### config.mk
export PLATFORM = sky130hd
export DESIGN_NAME = pdm_mic_decim
export DESIGN_NICKNAME = d
export VERILOG_FILES = /design/src/rtl/pdm_mic_decim.sv
export SDC_FILE = /design/constraint.sdc
export NUM_CORES = 1
export LEC_CHECK = 0
export ABC_AREA = 1
export CORE_ASPECT_RATIO = 0.6
export CORE_UTILIZATION = 47
export CTS_CLUSTER_DIAMETER = 200
export DETAILED_ROUTE_END_ITERATION = 10
export PLACE_DENSITY = 0.78
export REMOVE_ABC_BUFFERS = 1
export SLEW_MARGIN = 20
export SYNTH_ARGS = -nofsm -noshare
export SYNTH_HDL_FRONTEND = slang
export SYNTH_SLANG_ARGS = --single-unit
### constraint.sdc
create_clock -name mclk -period 2.3 [get_ports mclk]
set_clock_uncertainty 0.05 [all_clocks]
set_input_delay 0.46 -clock mclk [delete_from_list [all_inputs] [get_ports mclk]]
set_output_delay 0.46 -clock mclk [all_outputs]
set_load 0.1 [all_outputs]
### src/rtl/pdm_mic_decim.sv
// PDM microphone front-end: bit-clock divider, mono/stereo capture, popcount decimation to signed PCM.
// PCM strobe one mclk after the frame-closing bit; no backpressure (pcm_valid is a strobe).
module pdm_mic_decim #(
  parameter int CLK_DIV = 25,
  parameter int DECIM   = 64,
  parameter int OUT_W   = 16,
  parameter int STEREO  = 0,
  parameter bit LR_SEL  = 1'b0
) (
  input  logic             mclk,
  input  logic             reset,
  input  logic             enable,
  input  logic             loop_en,
  input  logic             mic_data,
  output logic             pdm_clk,
  output logic             mic_lr_sel,
  output logic [OUT_W-1:0] pcm_l,
  output logic [OUT_W-1:0] pcm_r,
  output logic             pcm_valid,
  output logic             amp_pwm,
  output logic             amp_sd,
  output logic [15:0]      pdm_shreg
);

  localparam int DW = (CLK_DIV > 1) ? $clog2(CLK_DIV) : 1;
  localparam int BW = (DECIM > 1) ? $clog2(DECIM) : 1;
  localparam int AW = $clog2(DECIM + 1);

  logic [DW-1:0]    div_cnt_q, div_cnt_d;
  logic             pdm_clk_q, pdm_clk_d;
  logic [AW-1:0]    acc_l_q, acc_l_d;
  logic [AW-1:0]    acc_r_q, acc_r_d;
  logic [BW-1:0]    bit_cnt_q, bit_cnt_d;
  logic             frame_done_q, frame_done_d;
  logic [OUT_W-1:0] pcm_l_q, pcm_l_d;
  logic [OUT_W-1:0] pcm_r_q, pcm_r_d;
  logic             pcm_valid_q, pcm_valid_d;
  logic [15:0]      shreg_q, shreg_d;
  logic             amp_pwm_q, amp_pwm_d;
  logic             amp_sd_q, amp_sd_d;

  logic div_wrap, rise_ev, fall_ev, close_ev, frame_end;
  logic [AW-1:0] acc_l_base, acc_r_base;

  // 2*acc - DECIM, range [-DECIM, +DECIM] in two's complement
  function automatic logic [OUT_W-1:0] to_pcm(input logic [AW-1:0] acc);
    return OUT_W'({acc, 1'b0}) - OUT_W'(DECIM);
  endfunction

  always_comb begin
    div_wrap   = (div_cnt_q == DW'(CLK_DIV - 1));
    rise_ev    = enable & div_wrap & ~pdm_clk_q;
    fall_ev    = enable & div_wrap & pdm_clk_q;
    close_ev   = (STEREO != 0) ? fall_ev : rise_ev;
    frame_end  = close_ev & (bit_cnt_q == BW'(DECIM - 1));
    // the cycle after frame end restarts the accumulators, keeping any bit sampled now
    acc_l_base = frame_done_q ? '0 : acc_l_q;
    acc_r_base = frame_done_q ? '0 : acc_r_q;

    div_cnt_d    = div_wrap ? '0 : div_cnt_q + DW'(1);
    pdm_clk_d    = pdm_clk_q ^ div_wrap;
    acc_l_d      = acc_l_base + AW'(rise_ev & mic_data);
    acc_r_d      = (STEREO != 0) ? acc_r_base + AW'(fall_ev & mic_data) : '0;
    bit_cnt_d    = bit_cnt_q;
    frame_done_d = frame_end;
    pcm_l_d      = pcm_l_q;
    pcm_r_d      = pcm_r_q;
    pcm_valid_d  = frame_done_q;
    shreg_d      = rise_ev ? {shreg_q[14:0], mic_data} : shreg_q;
    amp_pwm_d    = loop_en & shreg_q[0];
    amp_sd_d     = loop_en;

    if (close_ev) begin
      bit_cnt_d = frame_end ? '0 : bit_cnt_q + BW'(1);
    end
    if (frame_done_q) begin
      pcm_l_d = to_pcm(acc_l_q);
      pcm_r_d = (STEREO != 0) ? to_pcm(acc_r_q) : '0;
    end

    // disabling abandons any partial frame and returns everything to idle
    if (!enable) begin
      div_cnt_d    = '0;
      pdm_clk_d    = 1'b0;
      acc_l_d      = '0;
      acc_r_d      = '0;
      bit_cnt_d    = '0;
      frame_done_d = 1'b0;
      pcm_l_d      = '0;
      pcm_r_d      = '0;
      pcm_valid_d  = 1'b0;
      shreg_d      = '0;
      amp_pwm_d    = 1'b0;
      amp_sd_d     = 1'b0;
    end
  end

  always_ff @(posedge mclk) begin
    if (reset) begin
      div_cnt_q    <= '0;
      pdm_clk_q    <= 1'b0;
      acc_l_q      <= '0;
      acc_r_q      <= '0;
      bit_cnt_q    <= '0;
      frame_done_q <= 1'b0;
      pcm_l_q      <= '0;
      pcm_r_q      <= '0;
      pcm_valid_q  <= 1'b0;
      shreg_q      <= '0;
      amp_pwm_q    <= 1'b0;
      amp_sd_q     <= 1'b0;
    end else begin
      div_cnt_q    <= div_cnt_d;
      pdm_clk_q    <= pdm_clk_d;
      acc_l_q      <= acc_l_d;
      acc_r_q      <= acc_r_d;
      bit_cnt_q    <= bit_cnt_d;
      frame_done_q <= frame_done_d;
      pcm_l_q      <= pcm_l_d;
      pcm_r_q      <= pcm_r_d;
      pcm_valid_q  <= pcm_valid_d;
      shreg_q      <= shreg_d;
      amp_pwm_q    <= amp_pwm_d;
      amp_sd_q     <= amp_sd_d;
    end
  end

  assign pdm_clk    = pdm_clk_q;
  assign mic_lr_sel = (STEREO != 0) ? 1'b0 : LR_SEL;
  assign pcm_l      = pcm_l_q;
  assign pcm_r      = pcm_r_q;
  assign pcm_valid  = pcm_valid_q;
  assign amp_pwm    = amp_pwm_q;
  assign amp_sd     = amp_sd_q;
  assign pdm_shreg  = shreg_q;

endmodule

==> summary.txt <==
Outcome
  • Status: finished clean

Floorplan
  • Core Region: 0.00419 mm2
  • Die area: 0.00474 mm2
  • Top Ports: 58
  • Initial core utilization: 0.500
  • Width of the die: 88.2 um
  • Row cnt: 18
  • Die height: 53.7 um

Placement
  • Estimated wirelength of the detail-placed design: 2700 um
  • Placed cell count: 356
  • Placer's final routability congestion estimate: 0.840
  • Worst slack, placed: 0.0197 ns
  • Port-buffer cells: 39

Setup path
  • R2r startpoint: div_cnt_q[0]
  • CP startpoint kind: flip-flop
  • Critical path fanouts, max: 4
  • Reg2reg path depth: 16
  • Worst Setup Path Type: flip-flop to flip-flop
  • Worst Path Arrival: 2.25 ns
  • Critical Path End Type: flip-flop
  • CP startpoint: div_cnt_q[0]
  • Req. time, crit path: 2.49 ns

Timing
  • Setup TNS: 0 ns
  • Final setup fails: 0
  • Final Worst Setup Slack: 0.237 ns
  • Pins Over Slew Limit: 0
  • Final hold violations: 0
  • RSZ-0062 raised after global routing: no
  • Crit share post-route: 0.897
  • Fmax: 485 MHz
  • Final min period: 2.06 ns

Cells and area
  • Synthesis-to-layout area growth: 16.8%
  • Fin cells: 363
  • Share of cells above drive strength 1: 0.201
  • # diodes: 0
  • Fin util: 0.585
  • Nets@finish: 314

Power and ir drop
  • Cell Pwr Density: 637 mW/mm2
  • Power Total: 1.56 mW
  • VDD IR max: 326 uV
  • Leak: 1.14 nW

Synthesis
  • Predominant post-synthesis flop cell: dfxtp_1
  • Seq/Total Area, Yosys: 0.449
  • Synth top area cells: dfxtp_1 45%, buf_4 9.3%, nor2_1 9.1%, o21ai_0 6.0%, inv_1 5.0%
  • Synth Instances: 268
  • Async SR Flop Fraction: 0
  • Largest family of logic cells by synthesized area: simple AND/OR/NAND/NOR gates
  • Unique masters post-synth: 25
  • Yosys top cell area share: 0.449
  • Register bit total from synthesis: 47
  • Number of synthesized flops with an enable pin: 0
  • Synthesis Warnings: 0
  • XOR/XNOR Fraction of Synth Area: 0.0167
  • Largest area contributor in the netlist: dfxtp_1
  • Syn Area/Cell: 7.82 um2
  • Simple-gate portion of the synthesized area: 0.224
  • Adder-cell area share of the yosys netlist: 0.0358
  • Compound-Gate Fraction of Synth Area: 0.100
  • Netlist Area Pre-Place: 0.00210 mm2
  • Multiplexer share of the synthesized area: 0

Detailed routing
  • Antenna Nets Post-Route: 0
  • DR pass1 iterations: 4
  • DR vias/cell: 4.52
  • Total vias in the final route: 1639
  • Starting DRC count in detailed routing: 49
  • WL per Instance: 10.5 um
  • Final wirelength: 3810 um
  • Remaining routing DRC violations: 0

GRT
  • Tot GR Track Use: 0.172
  • Pin count of the biggest net entering global routing: 20
  • Initial antenna violation count: 0
  • Overflow after GRT: 0
  • Global-route wire length before repair: 6170 um
  • Number of global-route vias before repair: 1456

Clocking
  • Num CTS Buffers: 5
  • Worst-Skew Late Latency: 0.29 ns
  • Clk root buf: clkbuf_8
  • # hold bufs at CTS: 0
  • Post-CTS setup buffer count: 0
  • CTS max path bufs: 2
  • TritonCTS clock tree: done
  • Reg clk slew, reported paths: 0.08 ns
  • # clock sinks: 47
  • H-tree Lvls: 2

Flow run
  • # Max-Cap Violations: 0

Hold path
  • Hold Path Stages: 1
  • Hold wc startpoint: acc_l_q[5]
  • Worst hold path class: flip-flop to flip-flop
-- layer usage --
layer	routed length, um	global-route usage	share of wire	vias up
met3	267	0.0629	0.070	5
met2	1550	0.253	0.41	46
met4	44	0.0726	0.012	0
li1	-	-	-	863
met5	0	0	0	-
met1	1950	0.230	0.51	725
-- flip-flops by register name, indices dropped and copies added (netlist names) --
| signal | count |
|---|---|
| pdm_shreg | 16 |
| amp_pwm | 1 |
| amp_sd | 1 |
| pcm_l | 8 |
| frame_done_q | 1 |
| pdm_clk | 1 |
| acc_l_q | 7 |
| bit_cnt_q | 6 |
| pcm_valid | 1 |
| div_cnt_q | 5 |
-- final timing paths --
kind	endpoint	slack, ns
worst max-delay path	acc_l_q[6]	0.24
worst min-delay path	pcm_l[6]	0.38
worst max register to register	acc_l_q[6]	0.24
worst min register to register	pcm_l[6]	0.38
-- metrics by stage --
stage | cell area, um2 | hold slack (ns)
floorplan | 1910 | 0.360
global placement | 2340 | 0.370
detailed placement | 2340 | 0.370
CTS | 2440 | 0.383
global route | 2450 | 0.385
finish | 2450 | 0.381
-- where the power goes --
part           internal (mW)  total, mW  switching, mW
Sequential             0.815      0.817        0.00175
Combinational         0.0163      0.171          0.155
Clock                  0.318      0.571          0.253
-- kinds of logic after synthesis --
family / Yosys count
AOI/OAI and AO/OA: 42
xor gates and xnor gates: 4
adders and majority gates: 6
buffers and inverters: 64
DFF: 47
other: 1
and+or+nand+nor: 104
-- synthesized netlist by cell type (2+ instances only) --
| cell type | n |
|---|---|
| a21oi_1 | 17 |
| buf_2 | 5 |
| buf_4 | 26 |
| buf_6 | 2 |
| dfxtp_1 | 47 |
| ha_1 | 6 |
| inv_1 | 28 |
| nand2_1 | 27 |
| nand2_2 | 5 |
| nand3_1 | 9 |
| nand4_1 | 4 |
| nor2_1 | 51 |
| nor2_4 | 2 |
| nor3_1 | 2 |
| o21ai_0 | 25 |
| xor2_1 | 3 |
-- critical path: stages (launching register included) --
cell and delay (ns):
dfxtp_1 0.34, inv_1 0.06, ha_1 0.16, nand2_2 0.09, nor2_4 0.14, nand2_2 0.09, nor2_4 0.09, nand2_1 0.07
inv_1 0.06, ha_1 0.17, ha_1 0.15, inv_1 0.06, nor3_2 0.15, nand3_1 0.13, nand2_1 0.09, nand2_1 0.04
nor2_1 0.07
-- timing repair --
action / in CTS / in global routing
endpoints found under the setup margin: 0 / 3
endpoints found under the hold margin: 0 / 0
resized for setup: 0 / 2
-- layout by cell type (no fill, tap or decap) --
| master | count |
|---|---|
| nand2_2 | 5 |
| nor3_1 | 2 |
| nand4_1 | 4 |
| nor3_4 | 1 |
| xor2_1 | 3 |
| nor3_2 | 1 |
| clkdlybuf4s50_1 | 4 |
| nor2_4 | 3 |
| nand2_4 | 1 |
| a21oi_1 | 17 |
| dfxtp_1 | 47 |
| xnor2_1 | 1 |
| buf_4 | 42 |
| clkbuf_8 | 5 |
| nor2_1 | 50 |
| conb_1 | 18 |
| or2_2 | 1 |
| inv_1 | 28 |
| o21ai_0 | 25 |
| inv_2 | 1 |
| bufinv_16 | 1 |
| ha_1 | 6 |
| clkbuf_1 | 1 |
| nand2_1 | 27 |
| nand3_1 | 9 |
-- layout make-up --
class | count | area, um2
fill | 393 | 1740
sequential | 47 | 941
tap | 60 | 75.1
clock buffer | 6 | 72.6
timing repair buffer | 46 | 355
multi-input combinational | 174 | 866
inverter | 29 | 109
clock inverter | 1 | 30.0
(Power assumes the default switching activity.)
